File: src/rtl/microwave_timer_ctrl.sv
// Microwave cooking timer sequencer: keypad BCD time entry (M:ST:SU), one-second
// countdown with door interlock, pause/resume and clear; drives magnetron and done.
module microwave_timer_ctrl #(
    parameter int unsigned TICKS_PER_SEC = 50_000_000
) (
    input  logic       clk,
    input  logic       reset,
    input  logic       key_valid,
    input  logic [3:0] key_digit,
    input  logic       start,
    input  logic       stop_clear,
    input  logic       door_closed,
    output logic [3:0] minutes,
    output logic [3:0] second_tens,
    output logic [3:0] second_units,
    output logic       mag_on,
    output logic       done,
    output logic       busy
);

    localparam int unsigned PW = (TICKS_PER_SEC > 1) ? $clog2(TICKS_PER_SEC) : 1;
    localparam logic [PW-1:0] PrescLast = PW'(TICKS_PER_SEC - 1);

    typedef enum logic [2:0] {
        StIdle,
        StSet,
        StCook,
        StPause,
        StDone
    } state_e;

    state_e        state_q, state_d;
    logic [3:0]    min_q, min_d;
    logic [3:0]    tens_q, tens_d;
    logic [3:0]    units_q, units_d;
    logic [PW-1:0] presc_q, presc_d;
    logic          mag_on_q, mag_on_d;
    logic          done_q, done_d;
    logic          busy_q, busy_d;

    logic       key_ok;
    logic       shift_ok;
    logic       time_nonzero;
    logic       tick;
    logic       last_sec;
    logic [3:0] dec_min, dec_tens, dec_units;

    assign key_ok       = key_valid && (key_digit <= 4'd9);
    // Refusing a shift while units > 5 keeps the tens digit a legal 0..5.
    assign shift_ok     = key_ok && (units_q <= 4'd5);
    assign time_nonzero = (min_q != 4'd0) || (tens_q != 4'd0) || (units_q != 4'd0);
    assign tick         = (presc_q == PrescLast);
    assign last_sec     = (min_q == 4'd0) && (tens_q == 4'd0) && (units_q == 4'd1);

    // BCD one-second decrement with borrow chain units -> tens -> minutes.
    always_comb begin
        dec_min   = min_q;
        dec_tens  = tens_q;
        dec_units = units_q;
        if (units_q != 4'd0) begin
            dec_units = units_q - 4'd1;
        end else begin
            dec_units = 4'd9;
            if (tens_q != 4'd0) begin
                dec_tens = tens_q - 4'd1;
            end else begin
                dec_tens = 4'd5;
                dec_min  = min_q - 4'd1;
            end
        end
    end

    always_comb begin
        state_d = state_q;
        min_d   = min_q;
        tens_d  = tens_q;
        units_d = units_q;
        presc_d = '0;

        unique case (state_q)
            StIdle: begin
                if (key_ok) begin
                    state_d = StSet;
                    min_d   = 4'd0;
                    tens_d  = 4'd0;
                    units_d = key_digit;
                end
            end
            StSet: begin
                if (stop_clear) begin
                    state_d = StIdle;
                    min_d   = 4'd0;
                    tens_d  = 4'd0;
                    units_d = 4'd0;
                end else if (start && door_closed && time_nonzero) begin
                    state_d = StCook;
                end else if (shift_ok) begin
                    min_d   = tens_q;
                    tens_d  = units_q;
                    units_d = key_digit;
                end
            end
            StCook: begin
                if (stop_clear || !door_closed) begin
                    state_d = StPause;
                end else if (tick) begin
                    if (last_sec) begin
                        state_d = StDone;
                        min_d   = 4'd0;
                        tens_d  = 4'd0;
                        units_d = 4'd0;
                    end else begin
                        min_d   = dec_min;
                        tens_d  = dec_tens;
                        units_d = dec_units;
                    end
                end else begin
                    presc_d = presc_q + PW'(1);
                end
            end
            StPause: begin
                if (stop_clear) begin
                    state_d = StIdle;
                    min_d   = 4'd0;
                    tens_d  = 4'd0;
                    units_d = 4'd0;
                end else if (start && door_closed) begin
                    state_d = StCook;
                end
            end
            StDone: begin
                min_d   = 4'd0;
                tens_d  = 4'd0;
                units_d = 4'd0;
                if (stop_clear || !door_closed) begin
                    state_d = StIdle;
                end
            end
            default: begin
                state_d = StIdle;
                min_d   = 4'd0;
                tens_d  = 4'd0;
                units_d = 4'd0;
            end
        endcase

        // Flags are derived from the next state so they register alongside it.
        mag_on_d = (state_d == StCook);
        done_d   = (state_d == StDone);
        busy_d   = (state_d == StCook) || (state_d == StPause);
    end

    always_ff @(posedge clk) begin
        if (reset) begin
            state_q  <= StIdle;
            min_q    <= 4'd0;
            tens_q   <= 4'd0;
            units_q  <= 4'd0;
            presc_q  <= '0;
            mag_on_q <= 1'b0;
            done_q   <= 1'b0;
            busy_q   <= 1'b0;
        end else begin
            state_q  <= state_d;
            min_q    <= min_d;
            tens_q   <= tens_d;
            units_q  <= units_d;
            presc_q  <= presc_d;
            mag_on_q <= mag_on_d;
            done_q   <= done_d;
            busy_q   <= busy_d;
        end
    end

    assign minutes      = min_q;
    assign second_tens  = tens_q;
    assign second_units = units_q;
    assign mag_on       = mag_on_q;
    assign done         = done_q;
    assign busy         = busy_q;

endmodule

File: config.mk
export PLATFORM = sky130hd
export DESIGN_NAME = microwave_timer_ctrl
export DESIGN_NICKNAME = d
export VERILOG_FILES = /design/src/rtl/microwave_timer_ctrl.sv
export SDC_FILE = /design/constraint.sdc
export NUM_CORES = 1
export LEC_CHECK = 0
export CAP_MARGIN = 20
export CORE_MARGIN = 2
export CORE_UTILIZATION = 30
export DETAILED_ROUTE_END_ITERATION = 16
export SLEW_MARGIN = 20
export SYNTH_ARGS = -nofsm -noshare
export SYNTH_HDL_FRONTEND = slang
export SYNTH_SLANG_ARGS = --single-unit
File: constraint.sdc
create_clock -name clk -period 4.8 [get_ports clk]
set_input_delay 0.96 -clock clk [delete_from_list [all_inputs] [get_ports clk]]
set_output_delay 0.96 -clock clk [all_outputs]
set_load 0.02 [all_outputs]
==> flow_summary.json, run 1 <==
{
  "slew_headroom_pct": 41.5,
  "timing.final.crit_share_pct": 60.2,
  "worstPathRequired_ps": 4980,
  "netlist_area_mm2": 0.00230,
  "hold_viol": 0,
  "cts_buffers": 5,
  "totalPowerFinal_mw": 0.912,
  "drt_pass1_iterations": 6,
  "crit_family": "compound AO/OA/AOI/OAI gates",
  "regArea_um2": 881,
  "ir_drop_mv": 0.131,
  "post_synth.cell_area_avg_um2": 8.83,
  "worstSetupPathType": "in2reg",
  "synth.area.top_cells": "dfxtp_1 (38%), nor2_1 (6.8%), xor2_1 (6.8%)",
  "wl_met3_um": 263,
  "final_cell_area_mm2": 0.00272,
  "hold_class": "reg2reg",
  "drt_iter0_drc": 63,
  "finalMaxSlewViolations": 0,
  "ioPinCount": 25,
  "yosysWarnings": 0,
  "cp_num_buf_inv": 1,
  "pwr_density_cell_mw_per_mm2": 335,
  "grt_max_degree": 27,
  "skew_ps": 6.24,
  "grt_pass1_vias": 1832,
  "crit_path_start_kind": "input port",
  "fmax_mhz": 346,
  "die_h_um": 91.7,
  "clkTransAtPathRegs_ps": 80,
  "fin_ws_ps": 1910,
  "synthToLayoutAreaGrowth_pct": 18.2,
  "multi_input_area_mm2": 0.00134,
  "grt_pass1_wl_um": 8540,
  "htreeDepth": 2,
  "clock-sinks": 44,
  "final_cell_mix": "dfxtp_1 (44), nor2_1 (42), clkdlybuf4s50_1 (24), xor2_1 (18), a21oi_1 (13)",
  "clk_latency_ps": 300,
  "drv_cap": 0,
  "die-area_mm2": 0.00840,
  "postCtsSetupRepairBufs": 0,
  "die_w_um": 91.7,
  "place_area_mm2": 0.00263,
  "max_stage_delay_ps": 510,
  "placeableCoreArea_mm2": 0.00733,
  "port_buffers": 24,
  "crit_arrival_ps": 3070,
  "fin_tns_setup_ps": 0,
  "synth_edf_count": 0,
  "cp_slowest_cell": "clkdlybuf4s50_1",
  "synth_top_area_share_pct": 38.2,
  "worst_slew_pin_slew_ps": 877,
  "timing.critical_path.mode_cell": "a211oi_1",
  "filler_cell_count": 753,
  "met1_length_um": 2420,
  "top_layer": "met4",
  "met2_length_um": 2190,
  "setup_viol": 0,
  "status": "completed",
  "drive_gt1_share_pct": 7.07,
  "cts_hold_buf": 0,
  "crit_path_max_fanout": 6,
  "via_count": 1919,
  "cts_resized": 0,
  "rsz0062_at_grt": "false",
  "diodes": 0,
  "gp_congestion": 0.793,
  "p_leak_nw": 0.866,
  "ys_seq_area_share_pct": 38.2,
  "antenna_found_initial": 0,
  "pre_cts_ws_ps": 1590,
  "synthesis.nets": 277,
  "start_util_pct": 31.4,
  "dp_hpwl_um": 3480,
  "drcViolationCount": 0,
  "rows": 31,
  "ys_seq_elements": 44,
  "syn_inst": 261,
  "layout_commonest_cell": "dfxtp_1",
  "layout.nets": 300,
  "grt.total_usage_pct": 12.6,
  "synth_flop_cell": "dfxtp_1",
  "min_period_ps": 2890,
  "synthArstFlopShare_pct": 0,
  "cts.path.max_buffers": 2,
  "viasPerCell": 5.02,
  "synth.distinct_cells": 51,
  "crit_path_end_kind": "register",
  "yosysTopAreaCell": "dfxtp_1",
  "cts_root_buffer": "clkbuf_8",
  "worstPathCellList": "clkdlybuf4s50_1 > or2b_2 > o41ai_4 > nand3_1 > a211oi_1 > a211oi_1",
  "overflow": 0,
  "wl_per_cell_um": 12.9,
  "cts_tree": "built",
  "wl_um": 4930,
  "antenna_left": 0
}
[through the flow]
| stage | hold WS [ps] | std cells | util [%] |
|---|---|---|---|
| 5_1_grt | 525 | 382 | 37.2 |
| 2_1_floorplan | 430 | 261 | - |
| 3_3_place_gp | 447 | 376 | 35.8 |
| 6_report | 480 | 382 | 37.2 |
| 3_5_place_dp | 474 | 376 | 35.8 |
| 4_1_cts | 493 | 382 | 37.2 |
[power by group]
group | leakage (nW) | total [mW] | internal (mW) | switching (mW)
clock network | 0.0501 | 0.272 | 0.149 | 0.123
logic | 0.459 | 0.224 | 0.103 | 0.121
registers | 0.357 | 0.415 | 0.384 | 0.0304
total | 0.866 | 0.912 | 0.637 | 0.275
[logic make-up (layout without fill, tap and decap cells)]
family / count (synthesis) / count (layout) / synth area share (%)
flops: 44 / 44 / 38.2
mux: 2 / 2 / 0.869
buf+inv: 19 / 41 / 3.85
xor+xnor: 27 / 27 / 10.3
simple gates: 116 / 116 / 27.8
compound gates: 47 / 47 / 15.7
fa+ha+maj: 6 / 6 / 3.26
[sequential cells by signal, summed over array words and instances (netlist names)]
| name | cells |
|---|---|
| presc_q | 26 |
| minutes | 4 |
| second_tens | 4 |
| second_units | 4 |
| state_q | 3 |
| busy | 1 |
| done | 1 |
| mag_on | 1 |
[cell type report]
| class | count | share of cell area, % |
|---|---|---|
| Sequential cell | 44 | 32.3 |
| Timing Repair Buffer | 25 | 9.10 |
| Multi-Input combinational cell | 198 | 49.0 |
| Clock inverter | 1 | 1.10 |
| Tap cell | 99 | 4.55 |
| Inverter | 10 | 1.38 |
| Clock buffer | 5 | 2.53 |
[cells in the mapped netlist (2+ instances only)]
cell,count
a211oi_1,4
a211oi_2,2
a21oi_1,13
a22oi_1,3
a311oi_1,4
a31oi_1,3
a32oi_1,2
and2_1,3
and3_1,2
and4_1,3
clkbuf_1,7
dfxtp_1,44
ha_1,6
inv_1,10
mux2i_1,2
nand2_1,11
nand2b_1,3
nand3_1,12
nand3b_1,2
nand4_1,9
nor2_1,42
nor2_2,2
nor3_1,8
nor3b_1,5
nor4_1,2
o21ai_0,4
o31ai_1,3
or2_2,2
xnor2_1,9
xor2_1,18
[worst paths after layout]
path,end,from,slack [ps],depth (start not counted)
min,presc_q[0],presc_q[0],480,1
min reg2reg,presc_q[0],presc_q[0],480,1
max,second_units[0],stop_clear,1910,6
max reg2reg,second_units[0],second_units[0],2170,8
[layer usage]
layer	track usage [%]	up-vias
met5	0	-
met4	4.92	0
met3	4.44	4
met2	18.2	48
met1	17.2	883
li1	-	984
(Power assumes the default switching activity.)
==> run 2, diff against run 1 <==
==> constraint.sdc (replaced) <==
create_clock -name clk -period 2.55 [get_ports clk]
set_input_delay 0.51 -clock clk [delete_from_list [all_inputs] [get_ports clk]]
set_output_delay 0.51 -clock clk [all_outputs]
set_load 0.02 [all_outputs]
==> run 2 against run 1 <==
Net effect:
- first-iteration DRC count rose by 92%
- combinational power rose by 110%
- global-route usage rose by 0.83 points
- sequential share of layout area fell by 1.1 points
- worst setup slack got worse by 1700 ps
- critical path depth rose by 1
- core utilization rose by 1.3 points
- via count rose by 3.7%
- critical endpoint is now minutes[3]
- largest cell class unchanged
- largest power group unchanged
==> flow_summary.json, run 2 (same netlist as run 1, synthesis figures left out) <==
{
  "ir_drop_mv": 0.286,
  "synthToLayoutAreaGrowth_pct": 22.5,
  "multi_input_area_mm2": 0.00134,
  "cp_slowest_cell": "o41ai_4",
  "cts_hold_buf": 0,
  "crit_path_start_kind": "register",
  "grt.total_usage_pct": 13.5,
  "clk_latency_ps": 300,
  "timing.final.crit_share_pct": 92.5,
  "fmax_mhz": 424,
  "hold_class": "reg2reg",
  "finalMaxSlewViolations": 0,
  "wl_um": 5230,
  "worstPathCellList": "ha_1 > nand3_1 > or2_1 > o41ai_4 > o2111a_4 > a21oi_1 > a311oi_1",
  "diodes": 0,
  "crit_path_end_kind": "register",
  "fin_ws_ps": 190,
  "slew_headroom_pct": 66.1,
  "start_util_pct": 31.4,
  "drt_iter0_drc": 121,
  "overflow": 0,
  "cts_tree": "built",
  "drcViolationCount": 0,
  "clkTransAtPathRegs_ps": 90,
  "die-area_mm2": 0.00840,
  "worstSetupPathType": "reg2reg",
  "viasPerCell": 5.00,
  "die_w_um": 91.7,
  "drt_pass1_iterations": 4,
  "port_buffers": 24,
  "layout.nets": 314,
  "worstPathRequired_ps": 2760,
  "postCtsSetupRepairBufs": 0,
  "wl_per_cell_um": 13.1,
  "placeableCoreArea_mm2": 0.00733,
  "pre_cts_ws_ps": 27.0,
  "largest_reg_flops": 26,
  "filler_cell_count": 737,
  "min_period_ps": 2360,
  "dp_hpwl_um": 3700,
  "top_register": "presc_q",
  "drv_cap": 0,
  "setup_viol": 0,
  "cts_buffers": 5,
  "htreeDepth": 2,
  "antenna_left": 0,
  "rows": 31,
  "grt_pass1_wl_um": 9180,
  "cts.path.max_buffers": 2,
  "final_cell_area_mm2": 0.00282,
  "rsz0062_at_grt": "false",
  "skew_ps": 6.17,
  "hold_viol": 0,
  "fin_tns_setup_ps": 0,
  "die_h_um": 91.7,
  "cp_num_buf_inv": 0,
  "via_count": 1990,
  "clock-sinks": 44,
  "grt_pass1_vias": 1964,
  "drive_gt1_share_pct": 12.0,
  "crit_family": "compound AO/OA/AOI/OAI gates",
  "crit_path_max_fanout": 14,
  "cts_resized": 0,
  "cts_root_buffer": "clkbuf_8",
  "status": "completed",
  "ioPinCount": 25,
  "totalPowerFinal_mw": 1.71,
  "pwr_density_cell_mw_per_mm2": 606,
  "place_area_mm2": 0.00273,
  "layout_commonest_cell": "dfxtp_1",
  "p_leak_nw": 0.933,
  "antenna_found_initial": 0,
  "final_cell_mix": "dfxtp_1 (44), nor2_1 (42), clkdlybuf4s50_1 (24), xor2_1 (18), buf_4 (15)",
  "crit_arrival_ps": 2570,
  "regArea_um2": 881,
  "grt_max_degree": 27,
  "max_stage_delay_ps": 470,
  "worst_slew_pin_slew_ps": 506,
  "gp_congestion": 0.793
}
run 2: power by group:
| part | leakage, nW | switching, mW | total, mW | internal (mW) |
|---|---|---|---|---|
| Combinational | 0.526 | 0.246 | 0.469 | 0.223 |
| Clock | 0.0510 | 0.248 | 0.465 | 0.217 |
| Sequential | 0.357 | 0.0533 | 0.777 | 0.724 |
run 2: path summary, 6_finish.rpt:
check | start | end | slack (ps) | cells after the start
max | presc_q[0] | minutes[3] | 190 | 7
min | presc_q[0] | presc_q[0] | 470 | 1
max reg2reg | presc_q[0] | minutes[3] | 190 | 7
min reg2reg | presc_q[0] | presc_q[0] | 470 | 1
run 2: per-layer routing:
layer	track usage (%)	wire (um)
met1	17.7	2560
met2	21.1	2380
met3	3.29	184
met4	5.68	111
met5	0	0
run 2: cell type report:
class                           count  area share (%)
Timing Repair Buffer               39            12.5
Multi-Input combinational cell    198            47.3
Clock buffer                        6            2.93
Inverter                           10            1.33
Sequential cell                    44            31.2
Tap cell                           99            4.39
Clock inverter                      2           0.355
run 2: per-stage QoR:
step | util (%) | std cells | hold slack [ps]
floorplan | - | 261 | 430
global placement | 37.2 | 390 | 447
detailed placement | 37.2 | 390 | 454
CTS | 38.5 | 398 | 474
global route | 38.5 | 398 | 519
finish | 38.5 | 398 | 468
run 2: worst register-to-register path: stages (launching register included):
cell and delay, ps:
dfxtp_1 380, ha_1 210, nand3_1 100, or2_1 340, o41ai_4 470, o2111a_4 400
a21oi_1 90, a311oi_1 280
